### config.mk
export PLATFORM = sky130hd
export DESIGN_NAME = lc3_isdu
export DESIGN_NICKNAME = d
export VERILOG_FILES = /design/src/rtl/lc3_isdu.sv
export SDC_FILE = /design/constraint.sdc
export NUM_CORES = 1
export LEC_CHECK = 0
export BUFFER_PORTS_ARGS = -buffer_cell sky130_fd_sc_hd__buf_2
export CORE_ASPECT_RATIO = 1.5
export CORE_MARGIN = 10
export CORE_UTILIZATION = 23
export DETAILED_ROUTE_END_ITERATION = 6
export SLEW_MARGIN = 15
export SYNTH_ARGS = -nofsm -noshare
export SYNTH_HDL_FRONTEND = slang
export SYNTH_SLANG_ARGS = --single-unit
### constraint.sdc
create_clock -name Clk -period 4.3 [get_ports Clk]
set_input_delay 0.645 -clock Clk [delete_from_list [all_inputs] [get_ports Clk]]
set_output_delay 0.645 -clock Clk [all_outputs]
set_load 0.02 [all_outputs]
### src/rtl/lc3_isdu.sv
// lc3_isdu: LC-3 instruction sequencer/decoder (Moore FSM).
// Fetches, decodes and executes ADD/AND/NOT/LDR/STR/BR/JMP and the pause
// handshake. Each memory access state lasts MEM_WAIT cycles.
// Optional feature macro: ISDU_JSR_EN enables JSR/JSRR (states S04/S21/S20);
// without it opcode 0100 decodes as a NOP.
// Outputs are registered and decoded from the next state, so every output
// reflects the current state with no input-to-output combinational path.
module lc3_isdu #(
    parameter int MEM_WAIT = 2
) (
    input  logic       Clk,
    input  logic       Reset,
    input  logic       Run,
    input  logic       Continue,
    input  logic [3:0] Opcode,
    input  logic       IR_5,
    input  logic       IR_11,
    input  logic       BEN,
    output logic       LD_MAR,
    output logic       LD_MDR,
    output logic       LD_IR,
    output logic       LD_BEN,
    output logic       LD_CC,
    output logic       LD_REG,
    output logic       LD_PC,
    output logic       LD_LED,
    output logic       GatePC,
    output logic       GateMDR,
    output logic       GateALU,
    output logic       GateMARMUX,
    output logic [1:0] PCMUX,
    output logic       DRMUX,
    output logic       SR1MUX,
    output logic       SR2MUX,
    output logic       ADDR1MUX,
    output logic [1:0] ADDR2MUX,
    output logic [1:0] ALUK,
    output logic       Mem_OE,
    output logic       Mem_WE
);

    localparam int CW = (MEM_WAIT > 1) ? $clog2(MEM_WAIT) : 1;
    localparam logic [CW-1:0] CNT_LAST = CW'(MEM_WAIT - 1);
    localparam logic [CW-1:0] CNT_ONE  = CW'(1'b1);

    typedef enum logic [4:0] {
        S_HALT = 5'd0,
        S_18, S_33, S_35, S_32,
        S_01, S_05, S_09,
        S_06, S_25, S_27,
        S_07, S_23, S_16,
        S_00, S_22, S_12,
`ifdef ISDU_JSR_EN
        S_04, S_21, S_20,
`endif
        S_P1, S_P2
    } state_t;

    // Control word; field order matches the port list above.
    typedef struct packed {
        logic       ld_mar;
        logic       ld_mdr;
        logic       ld_ir;
        logic       ld_ben;
        logic       ld_cc;
        logic       ld_reg;
        logic       ld_pc;
        logic       ld_led;
        logic       gate_pc;
        logic       gate_mdr;
        logic       gate_alu;
        logic       gate_marmux;
        logic [1:0] pcmux;
        logic       drmux;
        logic       sr1mux;
        logic       sr2mux;
        logic       addr1mux;
        logic [1:0] addr2mux;
        logic [1:0] aluk;
        logic       mem_oe;
        logic       mem_we;
    } ctrl_t;

    // Idle control word: nothing loaded or gated, memory strobes inactive.
    localparam ctrl_t CTRL_IDLE = 24'h000003;

    state_t          state_q, state_d;
    logic [CW-1:0]   cnt_q, cnt_d;
    ctrl_t           ctrl_q, ctrl_d;

`ifndef ISDU_JSR_EN
    logic unused_ir11_s;
    assign unused_ir11_s = IR_11;
`endif

    // Next-state and memory wait counter sequencing.
    always_comb begin
        state_d = state_q;
        cnt_d   = cnt_q;
        case (state_q)
            S_HALT: begin
                if (Run) state_d = S_18;
                else     state_d = S_HALT;
            end
            S_18: begin
                state_d = S_33;
                cnt_d   = '0;
            end
            S_33, S_25, S_16: begin
                if (cnt_q == CNT_LAST) begin
                    cnt_d = '0;
                    case (state_q)
                        S_33:    state_d = S_35;
                        S_25:    state_d = S_27;
                        default: state_d = S_18;
                    endcase
                end else begin
                    cnt_d = cnt_q + CNT_ONE;
                end
            end
            S_35: state_d = S_32;
            S_32: begin
                case (Opcode)
                    4'b0001: state_d = S_01;
                    4'b0101: state_d = S_05;
                    4'b1001: state_d = S_09;
                    4'b0110: state_d = S_06;
                    4'b0111: state_d = S_07;
                    4'b0000: state_d = S_00;
                    4'b1100: state_d = S_12;
`ifdef ISDU_JSR_EN
                    4'b0100: state_d = S_04;
`endif
                    4'b1101: state_d = S_P1;
                    default: state_d = S_18;
                endcase
            end
            S_06: begin
                state_d = S_25;
                cnt_d   = '0;
            end
            S_07: state_d = S_23;
            S_23: begin
                state_d = S_16;
                cnt_d   = '0;
            end
            S_00: begin
                if (BEN) state_d = S_22;
                else     state_d = S_18;
            end
`ifdef ISDU_JSR_EN
            S_04: begin
                if (IR_11) state_d = S_21;
                else       state_d = S_20;
            end
`endif
            S_P1: begin
                if (Continue) state_d = S_P2;
                else          state_d = S_P1;
            end
            S_P2: begin
                if (!Continue) state_d = S_18;
                else           state_d = S_P2;
            end
            S_01, S_05, S_09, S_27, S_22, S_12: state_d = S_18;
`ifdef ISDU_JSR_EN
            S_21, S_20: state_d = S_18;
`endif
            default: begin
                state_d = S_HALT;
                cnt_d   = '0;
            end
        endcase
    end

    // Control word for the state being entered on the next edge.
    always_comb begin
        ctrl_d = CTRL_IDLE;
        case (state_d)
            S_18: begin
                ctrl_d.gate_pc = 1'b1;
                ctrl_d.ld_mar  = 1'b1;
                ctrl_d.ld_pc   = 1'b1;
            end
            S_33, S_25: begin
                ctrl_d.mem_oe = 1'b0;
                ctrl_d.ld_mdr = (cnt_d == CNT_LAST);
            end
            S_35: begin
                ctrl_d.gate_mdr = 1'b1;
                ctrl_d.ld_ir    = 1'b1;
            end
            S_32: ctrl_d.ld_ben = 1'b1;
            S_01, S_05: begin
                ctrl_d.sr2mux   = IR_5;
                ctrl_d.aluk     = (state_d == S_05) ? 2'b01 : 2'b00;
                ctrl_d.gate_alu = 1'b1;
                ctrl_d.ld_reg   = 1'b1;
                ctrl_d.ld_cc    = 1'b1;
            end
            S_09: begin
                ctrl_d.aluk     = 2'b10;
                ctrl_d.gate_alu = 1'b1;
                ctrl_d.ld_reg   = 1'b1;
                ctrl_d.ld_cc    = 1'b1;
            end
            S_06, S_07: begin
                ctrl_d.addr1mux    = 1'b1;
                ctrl_d.addr2mux    = 2'b01;
                ctrl_d.gate_marmux = 1'b1;
                ctrl_d.ld_mar      = 1'b1;
            end
            S_27: begin
                ctrl_d.gate_mdr = 1'b1;
                ctrl_d.ld_reg   = 1'b1;
                ctrl_d.ld_cc    = 1'b1;
            end
            S_23: begin
                ctrl_d.sr1mux   = 1'b1;
                ctrl_d.aluk     = 2'b11;
                ctrl_d.gate_alu = 1'b1;
                ctrl_d.ld_mdr   = 1'b1;
            end
            S_16: ctrl_d.mem_we = 1'b0;
            S_22: begin
                ctrl_d.addr2mux = 2'b10;
                ctrl_d.pcmux    = 2'b10;
                ctrl_d.ld_pc    = 1'b1;
            end
            S_12: begin
                ctrl_d.aluk     = 2'b11;
                ctrl_d.gate_alu = 1'b1;
                ctrl_d.pcmux    = 2'b01;
                ctrl_d.ld_pc    = 1'b1;
            end
`ifdef ISDU_JSR_EN
            S_04: begin
                ctrl_d.gate_pc = 1'b1;
                ctrl_d.drmux   = 1'b1;
                ctrl_d.ld_reg  = 1'b1;
            end
            S_21: begin
                ctrl_d.addr2mux = 2'b11;
                ctrl_d.pcmux    = 2'b10;
                ctrl_d.ld_pc    = 1'b1;
            end
            S_20: begin
                ctrl_d.addr1mux = 1'b1;
                ctrl_d.pcmux    = 2'b10;
                ctrl_d.ld_pc    = 1'b1;
            end
`endif
            // LED latch fires only on the cycle P1 is entered.
            S_P1: ctrl_d.ld_led = (state_q != S_P1);
            default: ctrl_d = CTRL_IDLE;
        endcase
    end

    // State, wait counter and registered control outputs.
    always_ff @(posedge Clk or posedge Reset) begin
        if (Reset) begin
            state_q <= S_HALT;
            cnt_q   <= '0;
            ctrl_q  <= CTRL_IDLE;
        end else begin
            state_q <= state_d;
            cnt_q   <= cnt_d;
            ctrl_q  <= ctrl_d;
        end
    end

    assign LD_MAR     = ctrl_q.ld_mar;
    assign LD_MDR     = ctrl_q.ld_mdr;
    assign LD_IR      = ctrl_q.ld_ir;
    assign LD_BEN     = ctrl_q.ld_ben;
    assign LD_CC      = ctrl_q.ld_cc;
    assign LD_REG     = ctrl_q.ld_reg;
    assign LD_PC      = ctrl_q.ld_pc;
    assign LD_LED     = ctrl_q.ld_led;
    assign GatePC     = ctrl_q.gate_pc;
    assign GateMDR    = ctrl_q.gate_mdr;
    assign GateALU    = ctrl_q.gate_alu;
    assign GateMARMUX = ctrl_q.gate_marmux;
    assign PCMUX      = ctrl_q.pcmux;
    assign DRMUX      = ctrl_q.drmux;
    assign SR1MUX     = ctrl_q.sr1mux;
    assign SR2MUX     = ctrl_q.sr2mux;
    assign ADDR1MUX   = ctrl_q.addr1mux;
    assign ADDR2MUX   = ctrl_q.addr2mux;
    assign ALUK       = ctrl_q.aluk;
    assign Mem_OE     = ctrl_q.mem_oe;
    assign Mem_WE     = ctrl_q.mem_we;

endmodule

* Word-level counts from Yosys, hierarchy flattened *
Memories as Yosys holds them, arrays and structs flattened.
Index checks and enable logic that the tools add are counted.

storage, ports and cells
  register bits = 28
  memory bits (read-only) = 80
  input port bits = 11
  memories kept = 1

operators by class
  $add $sub $neg = 1
  equality and inequality tests = 35
  multiplexer cells = 28
  reductions and logical operators = 13

memory list
  memory           words  bits a word  read ports  clocked after Yosys merged registers in  wr ports  RTL line  text
  (no name shown)  16     5            1           0                                        0         123       case (Opcode)

operators with widths
  kind                   count
  $eq A5 B4 Y1 const B   15
  $pmux W5 S12           1
  $eq A5 B3 Y1 const B   8
  $eq A5 B5 Y1 const B   5
  $eq A5 B2 Y1 const B   4
  $mux W1                16
  $reduce_or A13 Y1      1
  $eq A5 B1 Y1 const B   2
  $mux W5                2
  $reduce_or A2 Y1       5
  $reduce_or A3 Y1       3
  $pmux W2 S2            2
  $pmux W4 S2            1
  $pmux W2 S3            1
  $reduce_or A6 Y1       1
  $logic_not A5 Y1       1
  $ne A5 B5 Y1 const B   1
  $reduce_or A5 Y1       1
  $mux W2                2
  $mux W4                1
  $pmux W1 S2            2
  $reduce_or A4 Y1       1
  $add A1 B1 Y1 const B  1

* Longest topological paths before layout *
Gate-level depths: netlist (run 1).

  word-level depth = 7
  gate-level depth with buffers = 11
  depth with buffers taken out = 9

* Worst setup path before layout (run 1) *
Ideal clock, no wire load.

  kind = input port to flip-flop
  from = in Opcode[0]
  to = reg ctrl_q, in the netlist LD_PC
  arrival = 2096 ps
  data required time = 4199 ps
  setup slack = 2103 ps
  stages = 9
  buffers on the path = 0
  path through = inv_1 > ha_1 > mux2i_1 > o21a_1 > o211a_1 > a21boi_2 > inv_1 > or2_2 > o32ai_1

RTL lines
  element               RTL line  text
  start, declared       15        input logic [3:0] Opcode,
  end signal, assigned  268       ctrl_q <= ctrl_d;
  end, declared         89        ctrl_t ctrl_q, ctrl_d;

==> results of run 1 <==
power by group through the flow:
| stage | logic (mW) | clock network [mW] | registers (mW) |
|---|---|---|---|
| global route | 0.726 | 0.150 | 0.407 |
| CTS | 0.652 | 0.140 | 0.392 |
| detailed placement | 0.649 | 0 | 0.396 |
| floorplan | 0.573 | 0 | 0.403 |
| finish | 0.644 | 0.137 | 0.394 |
| global placement | 0.643 | 0 | 0.396 |
layout make-up:
cell class,instances,area (um2)
fill,713,4811
multi-input combinational,114,750.7
sequential,27,678.2
timing repair buffer,32,160.2
tap,76,95.09
clock buffer,4,45.04
inverter,9,36.28
metal layers:
| metal | global-route usage, % | vias up |
|---|---|---|
| met3 | 1.546 | 5 |
| met2 | 12.86 | 26 |
| li1 | - | 618 |
| met4 | 2.700 | 0 |
| met1 | 7.140 | 619 |
| met5 | 0 | - |
flip-flops by register name, summed over array words and instances, names as in the netlist, 2 cells and up:
| name | cells |
|---|---|
| state_q | 5 |
| ADDR2MUX | 2 |
| PCMUX | 2 |
| ALUK | 2 |
stage by stage:
step	std cells	utilization (%)	setup slack, ns
4_1_cts	262	26.85	1.746
5_1_grt	262	26.85	1.518
2_1_floorplan	164	-	2.103
3_3_place_gp	258	26.16	1.546
3_5_place_dp	258	26.16	1.541
6_report	262	26.85	1.727
cells in the mapped netlist, types with 2 or more instances:
cell	instances
and2_1	2
o211a_1	2
nand2_1	12
or3_1	2
buf_2	3
xnor2_1	2
nand2b_1	4
o22ai_1	2
nor4_1	2
nand4_1	3
buf_4	5
nor3b_1	3
dfrtp_1	25
or2_2	2
ha_1	3
nor3_1	4
clkbuf_1	3
nor2_1	13
o21ai_0	8
nand3_1	3
o32a_2	2
a21o_1	2
buf_6	2
dfstp_2	2
mux2i_1	3
a21oi_1	6
o21ai_1	2
inv_1	8
nor2b_1	9
cells by family (layout without fill, tap and decap cells):
group / after synthesis / count (layout)
and+or+nand+nor: 66 / 66
AOI/OAI and AO/OA: 38 / 38
DFF: 27 / 27
buffers and inverters: 23 / 45
adders and majority gates: 3 / 3
xor gates and xnor gates: 3 / 3
muxes: 3 / 3
other: 1 / 1
cells in the final DEF (no fill, tap or decap), types with 2 or more instances in the layout:
master    synthesis  layout
buf_2             3      32
a21o_1            2       2
nand4_1           3       3
o22ai_1           2       2
nand2_1          12      12
a21oi_1           6       6
o211a_1           2       2
nor3b_1           3       3
dfstp_2           2       2
dfrtp_1          25      25
o32a_2            2       2
xnor2_1           2       2
nand2b_1          4       4
nor3_1            4       4
nor4_1            2       2
or3_1             2       2
o21ai_1           2       2
mux2i_1           3       3
nor2_1           13      13
nor2b_1           9       9
and2_1            2       2
clkbuf_8          0       3
or2_2             2       2
o21ai_0           8       8
nand3_1           3       3
ha_1              3       3
inv_1             8       8
worst max-delay path by stage:
stage | startpoint | endpoint | slack (ns)
2_1_floorplan | Opcode[0] | LD_PC | 2.10
3_3_place_gp | Opcode[1] | LD_PC | 1.55
5_1_grt | state_q[1] | LD_PC | 1.52
3_5_place_dp | Opcode[1] | LD_PC | 1.54
6_report | state_q[1] | LD_PC | 1.73
4_1_cts | state_q[1] | LD_PC | 1.75
==> metrics.md, run 1 <==
| Metric | Value |
|---|---|
| Routed vias | `1268` |
| H-tree depth | `1` |
| RSZ-0062 raised after global routing | `false` |
| Clk sinks | `27` |
| Status | `complete, no violations` |
| First-pass GRT wire length | `between 5 and 6 mm` |
| CP Data Arrival Time | `2.74 ns` |
| Fin. Hold Viols | `0` |
| Post-Synth Adder-Cell Area | `roughly 2.4%` |
| Starting Density | `about a quarter` |
| Crit path buf inv count | `1` |
| Buffers on Ports | `32` |
| Post-synthesis instance area | `between 1500 and 2000 um2` |
| Fin crit share | `59.84%` |
| CTS tree | `built` |
| Distinct cells, synth | `54` |
| Net Sw Frac | `46.57%` |
| Area growth, synth to finish | `12.34%` |
| Slew @ Worst Pin | `~0.95 ns` |
| Minimum clock period | `approximately 2.6 ns` |
| M1 WL | `1.345 mm` |
| Gpl congestion | `approximately 0.83` |
| Top_reg_cell synth | `dfrtp_1` |
| Mapped Avg Cell Area | `9.582 um2` |
| Startpoint Class | `flip-flop` |
| Ranking of synthesized cells by area | `dfrtp_1 40%, nor2b_1 3.6%, dfstp_2 3.3%, nor2_1 3.1%, nand2_1 2.9%` |
| DR top layer | `met4` |
| Final total power | `approximately 1.2 mW` |
| Via/cell ratio | `between 4 and 5` |
| Worst-skew pair later-pin latency | `between 0.2 and 0.3 ns` |
| Max clock buf depth | `2` |
| Root Driver | `clkbuf_8` |
| Seq pwr share | `roughly a third` |
| Leading area contributor after synthesis | `dfrtp_1` |
| Leakage power | `around 0.86 nW` |
| DRC | `0` |
| Relative slew margins | `a little over a third` |
| R2r startpoint | `state_q[1]` |
| Drt first pass iters | `4` |
| Switching power | `approximately 550 uW` |
| Largest net degree at the start of global routing | `28` |
| Share of layout cells above drive strength 1 | `between 20% and 30%` |
| Syn Inst Count | `approximately 160` |
| Setup TNS | `0 ns` |
| Clock power share | `approximately an eighth` |
| R2R setup slack | `around 1.7 ns` |
| WL final | `approximately 3.7 mm` |
| Chip width | `87.49 um` |
| CTS clk-pin slew, worst paths | `approximately 0.08 ns` |
| Initial antenna violation count | `0` |
| All-Layer GR Usage | `under 10%` |
| Routed length per instance | `~14 um` |
| Reg2reg path depth | `7` |
| Placed inst area | `approximately 1700 um2` |
| Met2 wire length | `between 2 and 2.5 mm` |
| Post-synthesis sequential area ratio | `43.15%` |
| F_max | `388.6 MHz` |
| Type of the most critical hold path | `in -> async` |
| WP depth | `7` |
| Routed Antenna Nets | `0` |
| CP max stage delay | `~0.65 ns` |
| Delay-heaviest family, CP | `compound AO/OA/AOI/OAI gates` |
| Setup violators final | `0` |
| 1st-iter DRT viols | `46` |
| RR Endpoint | `LD_PC` |
| Post-synthesis mux area share | `1.911%` |
| Core footprint | `between 6000 and 7000 um2` |
| Post-CTS Setup Bufs | `0` |
| Fin. max-slew vios | `0` |
| Crit-path cells | `and4b_1 > o21ai_1 > o211a_1 > a21boi_2 > inv_1 > or2_2 > o32ai_1` |
| Post-DP HPWL | `between 2 and 3 mm` |
| CTS resizes | `0` |
| Yosys top cell area share | `between 30% and 40%` |
| Diodes inserted | `0` |
| Post-synth EDFFs | `0` |
| Crit-path max FO | `18` |
| Clock buffer count from CTS | `3` |
| Combinational fraction of design power | `between 50% and 60%` |
| Vias in the first global route | `1263` |
| Met3 Routed Length | `approximately 180 um` |
| Yosys reg bits | `27` |
| Gr ovfl total | `0` |
| WHS | `around 0.58 ns` |
| Post-synthesis async set-or-reset flop share | `100.0%` |
| CP Capture Type | `flip-flop` |
| Die ar. | `around 11000 um2` |
| Nets@finish | `approximately 200` |
| Design area | `about 1800 um2` |
| Simple-Gate Fraction of Synth Area | `between 20% and 30%` |
| Largest family of logic cells by synthesized area | `simple AND/OR/NAND/NOR gates` |
| Ports | `35` |
| Max cap viols | `0` |
| Int Pwr | `628.1 uW` |
| Row cnt | `36` |
| Warnings, synthesis | `0` |
| # hold bufs at CTS | `0` |
| Peak VDD IR | `between 150 and 200 uV` |
| Area fraction in compound gates after synthesis | `between 10% and 20%` |
| Crit Path Category | `reg -> reg` |
| CP required | `around 4.5 ns` |
| Worst path slowest cell | `dfrtp_1` |
| Post-synth net total | `around 180` |
| Post-Synth XOR/XNOR Area | `about 2.1%` |
| Clock Skews | `~0.0054 ns` |
| Die Y-Extent | `121.2 um` |
| PwrDens | `between 600 and 700 nW/um2` |
Note: power is estimated with default switching activity, not from simulation.
==> inputs of run 2 (changes only) <==
Clock period 4.3 ns to 2.3 ns, I/O delays scaled along.
==> run 2 against run 1 <==
Net effect:
- via count rose by 7.7%
- sequential share of layout area fell by 4.1 points
- power rose by 130%
- clock-buffer cell count unchanged
- utilization rose by 3.4 points
- fmax is 19% higher
- final area is 13% higher
- register-to-register slack got worse by 1.6 ns
==> metrics.md, run 2 (synthesized netlist as in run 1, its figures left out) <==
| Metric | Value |
|---|---|
| Routed vias | `~1.4k` |
| Clock buffer count from CTS | `3` |
| Peak VDD IR | `between 300 and 400 uV` |
| F_max | `about 460 MHz` |
| Minimum clock period | `roughly 2.2 ns` |
| Largest Register | `state_q` |
| Clock Skews | `0.003249 ns` |
| Int Pwr | `roughly 1.5 mW` |
| Setup violators final | `0` |
| Max FFs per register | `5` |
| Fin. Hold Viols | `0` |
| Area growth, synth to finish | `26.75%` |
| Met3 Routed Length | `between 150 and 200 um` |
| Combinational fraction of design power | `between 60% and 70%` |
| Largest net degree at the start of global routing | `28` |
| CP most frequent cell | `buf_4` |
| Seq pwr share | `a little over a quarter` |
| Chip width | `a little under 90 um` |
| Met2 wire length | `2.311 mm` |
| Status | `complete, no violations` |
| Type of the most critical hold path | `in -> async` |
| All-Layer GR Usage | `around 7.4%` |
| Fin crit share | `94.08%` |
| Net Sw Frac | `a little over two fifths` |
| Vias in the first global route | `between 1k and 1.5k` |
| Diodes inserted | `0` |
| Core footprint | `approximately 6600 um2` |
| Share of layout cells above drive strength 1 | `just under 40%` |
| Gpl congestion | `0.8391` |
| Ports | `35` |
| DR top layer | `met4` |
| Leading cell type in the layout, fill and taps excluded | `buf_2` |
| Max cap viols | `0` |
| Final total power | `2.662 mW` |
| Clk sinks | `27` |
| WHS | `0.1068 ns` |
| Crit-path cells | `clkbuf_2 > buf_4 > buf_4 > a2111oi_0 > a211o_2 > o21ai_1 > a211o_1 > o21ai_0` |
| Switching power | `approximately 1.2 mW` |
| Starting Density | `about a quarter` |
| Commonest cells after routing, fill and taps aside | `32 x buf_2, 21 x buf_4, 20 x dfrtp_1, 12 x nor2_1, 11 x nand2_1` |
| RR Endpoint | `ALUK[1]` |
| Leakage power | `between 0.9 and 1 nW` |
| R2r startpoint | `state_q[1]` |
| 1st-iter DRT viols | `25` |
| Clock power share | `9.9%` |
| Die ar. | `10610 um2` |
| PwrDens | `approximately 1300 nW/um2` |
| Crit Path Category | `reg -> reg` |
| Crit path buf inv count | `3` |
| DRC | `0` |
| CP required | `between 2 and 2.5 ns` |
| Worst-skew pair later-pin latency | `roughly 0.27 ns` |
| Nets@finish | `224` |
| Crit-path max FO | `8` |
| CTS tree | `built` |
| CTS clk-pin slew, worst paths | `about 0.080 ns` |
| Setup crit start | `state_q[1]` |
| R2R setup slack | `0.14 ns` |
| WL final | `~4.0 mm` |
| Crit path to | `ALUK[1]` |
| Delay-heaviest family, CP | `compound AO/OA/AOI/OAI gates` |
| CP Data Arrival Time | `~2.4 ns` |
| Root Driver | `clkbuf_8` |
| Gr ovfl total | `0` |
| WP depth | `8` |
| CP max stage delay | `between 0.4 and 0.5 ns` |
| Buffers on Ports | `32` |
| First-pass GRT wire length | `approximately 6.3 mm` |
| Reg2reg path depth | `8` |
| Post-DP HPWL | `roughly 3.0 mm` |
| CP Capture Type | `flip-flop` |
| Drt first pass iters | `4` |
| H-tree depth | `1` |
| Via/cell ratio | `4.793` |
| Startpoint Class | `flip-flop` |
| Max clock buf depth | `2` |
| Routed length per instance | `roughly 14 um` |
| M1 WL | `roughly 1.5 mm` |
| Row cnt | `36` |
| Worst path slowest cell | `dfrtp_2` |
| Fin. max-slew vios | `0` |
| Initial antenna violation count | `0` |
| Routed Antenna Nets | `0` |
| Die Y-Extent | `121.2 um` |
run 2: power groups by stage:
stage	clock network, mW	logic [mW]	registers [mW]
2_1_floorplan	0	1.07	0.753
3_3_place_gp	0	1.41	0.719
3_5_place_dp	0	1.43	0.718
4_1_cts	0.266	1.46	0.711
5_1_grt	0.293	1.87	0.721
6_report	0.265	1.70	0.702
run 2: per-layer routing:
metal | GRT usage [%] | vias up
met5 | 0 | -
met4 | 2.700 | 0
met3 | 1.613 | 7
met2 | 13.73 | 20
met1 | 7.646 | 674
li1 | - | 665
run 2: what timing repair did:
action,CTS,global route
hold buffers,0,0
buffers inserted,0,9
resized for setup,1,13
setup endpoints to repair,2,14
pin swaps,0,3
run 2: worst reg2reg max path: stages (launching register included):
cell and delay (ns):
dfrtp_2 0.43, clkbuf_2 0.14, buf_4 0.14, buf_4 0.14, a2111oi_0 0.36, a211o_2 0.25, o21ai_1 0.19, a211o_1 0.34
o21ai_0 0.09
run 2: metrics by stage:
step,TNS [ns],utilization [%],setup WS [ns],instance area (um2),instances
after floorplan,0,-,0.3076,1572,164
after global placement,-0.02230,27.76,-0.01390,1826,272
after detailed placement,-0.07609,27.76,-0.05007,1826,272
after CTS,0,28.56,0.01883,1878,276
after global routing,-0.03906,30.29,-0.02143,1992,285
final,0,30.29,0.1361,1992,285
run 2: how the worst min path moves through the flow:
stage / from / endpoint / slack (ns) / cells past startpoint
floorplan: Reset / ADDR1MUX / 0.40 / 1
global placement: Reset / ADDR2MUX[0] / 0.42 / 3
detailed placement: Reset / ADDR2MUX[1] / 0.42 / 3
CTS: Reset / PCMUX[0] / 0.13 / 3
global route: Reset / ADDR1MUX / 0.16 / 3
finish: Reset / ADDR2MUX[1] / 0.11 / 3
run 2: final cells by class:
type | instances | area, um2
multi-input combinational | 114 | 788.3
inverter | 9 | 36.28
timing repair buffer | 55 | 342.8
tap | 76 | 95.09
sequential | 27 | 684.4
clock buffer | 4 | 45.04
fill | 716 | 4584
==> inputs of run 3 (changes only) <==
==> constraint.sdc (replaced) <==
create_clock -name Clk -period 2.3 [get_ports Clk]
set_input_delay 0.23 -clock Clk [delete_from_list [all_inputs] [get_ports Clk]]
set_output_delay 0.23 -clock Clk [all_outputs]
set_load 0.02 [all_outputs]
==> run 3 against run 2 <==
Net effect:
- clock skew decreased by 0.0015 ns
- non-clock buffer count decreased by 4
- final area down 3.1%
- largest power group unchanged
- utilization is 0.93 points lower
- critical path depth did not move
- fmax grew 2.3%
- register-to-register slack improved by 0.05 ns
- die area stayed put
- largest cell class unchanged
- cell count shrank 1.4%
- sequential share of layout area rose by 0.90 points
- via count decreased by 2.8%
- the flow now finishes with violations (negative hold slack)
- routed wire length decreased by 5.4%
==> metrics.md, run 3 (synthesized netlist as in run 1, its figures left out) <==
| Metric | Value |
|---|---|
| Status | `finished with violations` |
| Failing checks | `negative hold slack` |
| Largest Register | `state_q` |
| Routed vias | `1328` |
| Buffers on Ports | `32` |
| Largest net degree at the start of global routing | `28` |
| 1st-iter DRT viols | `30` |
| Clock buffer count from CTS | `3` |
| All-Layer GR Usage | `~7.3%` |
| Starting Density | `23.90%` |
| Seq pwr share | `around 28%` |
| Initial antenna violation count | `0` |
| Nets@finish | `between 200 and 250` |
| F_max | `around 470 MHz` |
| Type of the most critical hold path | `in -> async` |
| Fin. max-slew vios | `0` |
| Leading cell type in the layout, fill and taps excluded | `buf_2` |
| Leakage power | `0.9583 nW` |
| Crit-path cells | `buf_4 > and4b_1 > o21ai_1 > o211a_1 > a21boi_2 > inv_1 > or2_2 > o32ai_1` |
| Setup violators final | `0` |
| Crit Path Category | `reg -> reg` |
| Diodes inserted | `0` |
| Gr ovfl total | `0` |
| Die Y-Extent | `~120 um` |
| Crit-path max FO | `7` |
| Routed length per instance | `13.55 um` |
| H-tree depth | `1` |
| Chip width | `roughly 87 um` |
| Setup TNS | `0 ns` |
| Area growth, synth to finish | `22.85%` |
| CTS clk-pin slew, worst paths | `around 0.090 ns` |
| Drt first pass iters | `4` |
| Crit path buf inv count | `2` |
| Delay-heaviest family, CP | `compound AO/OA/AOI/OAI gates` |
| CP Data Arrival Time | `2.29 ns` |
| Max FFs per register | `5` |
| RSZ-0062 raised after global routing | `false` |
| Clock Skews | `around 0.0018 ns` |
| Worst path slowest cell | `dfrtp_1` |
| Commonest cells after routing, fill and taps aside | `32 x buf_2, 23 x dfrtp_1, 19 x buf_4, 12 x nor2_1, 12 x nand2_1` |
| Worst-skew pair later-pin latency | `between 0.2 and 0.3 ns` |
| WHS | `-0.01038 ns` |
| DRC | `0` |
| Root Driver | `clkbuf_8` |
| Max cap viols | `0` |
| First-pass GRT wire length | `6.279 mm` |
| Peak VDD IR | `279.5 uV` |
| CTS tree | `built` |
| Post-DP HPWL | `3.042 mm` |
| Max clock buf depth | `2` |
| Clock power share | `a little over a tenth` |
| Ports | `35` |
| Net Sw Frac | `43.71%` |
| CP required | `2.47 ns` |
| Fin crit share | `about nine tenths` |
| CP Capture Type | `flip-flop` |
| Clk sinks | `27` |
| WL final | `about 3.8 mm` |
| Routed Antenna Nets | `0` |
| Minimum clock period | `2.115 ns` |
| Via/cell ratio | `about 4.7` |
| Combinational fraction of design power | `61.1%` |
| CP max stage delay | `roughly 0.44 ns` |
| PwrDens | `1306 nW/um2` |
| Share of layout cells above drive strength 1 | `roughly a third` |
| Switching power | `between 1 and 1.5 mW` |
| Startpoint Class | `flip-flop` |
| Die ar. | `roughly 11000 um2` |
| Fin. Hold Viols | `25` |
| Int Pwr | `1.419 mW` |
| Vias in the first global route | `roughly 1.3k` |
| Core footprint | `about 6600 um2` |
| Row cnt | `36` |
| Gpl congestion | `0.8069` |
[run 3: worst reg2reg max path, stage by stage (launching register included)]
cell,delay [ns]
dfrtp_1,0.44
buf_4,0.18
and4b_1,0.19
o21ai_1,0.13
o211a_1,0.17
a21boi_2,0.22
inv_1,0.10
or2_2,0.31
o32ai_1,0.28
[run 3: path summary, 6_finish.rpt]
check | start | to | slack (ns) | depth (start not counted)
setup reg to reg | state_q[3] | LD_PC | 0.18 | 8
hold reg to reg | state_q[4] | LD_LED | 0.78 | 3
setup / recovery | state_q[3] | LD_PC | 0.18 | 8
max in group asynchronous | Reset | Mem_OE | 2.01 | 3
hold / removal | Reset | ALUK[1] | -0.01 | 3
min in group Clk | IR_5 | SR2MUX | 0.18 | 2
[run 3: metal layers]
| metal | vias to the layer above | share of wire, % | global-route usage (%) |
|---|---|---|---|
| li1 | 653 | - | - |
| met2 | 26 | 56 | 13.78 |
| met1 | 643 | 37 | 7.143 |
| met3 | 6 | 5.2 | 1.882 |
| met4 | 0 | 1.4 | 2.700 |
| met5 | - | 0 | 0 |
[run 3: stage by stage]
stage / instance area, um2 / instances / worst slack, ns / util (%) / total power [mW]
after floorplan: 1572 / 164 / 0.3076 / - / 1.823
after global placement: 1848 / 275 / 0.1158 / 28.10 / 2.165
after detailed placement: 1848 / 275 / 0.07777 / 28.10 / 2.183
after CTS: 1893 / 279 / 0.05425 / 28.79 / 2.457
after global routing: 1931 / 281 / 0.002985 / 29.36 / 2.753
final: 1931 / 281 / 0.1848 / 29.36 / 2.521
[run 3: what timing repair did]
action / CTS / global route
buffers inserted: 0 / 2
endpoints found under the hold margin: 0 / 0
setup endpoints to repair: 0 / 15
resized for setup: 0 / 6
hold buffers: 0 / 0
[run 3: power groups by stage]
stage	Combinational (mW)	Sequential [mW]	Clock, mW
floorplan	1.07	0.753	0
global placement	1.45	0.715	0
detailed placement	1.47	0.711	0
CTS	1.48	0.704	0.272
global route	1.73	0.732	0.293
finish	1.54	0.714	0.266
[run 3: layout make-up]
type                    instances  area (um2)
clock buffers                   4       45.04
inverters                       9       36.28
multi-input cells             114       770.7
fillers                       708        4646
well taps                      76       95.09
repair buffers                 51       302.8
flip-flops and latches         27       680.7
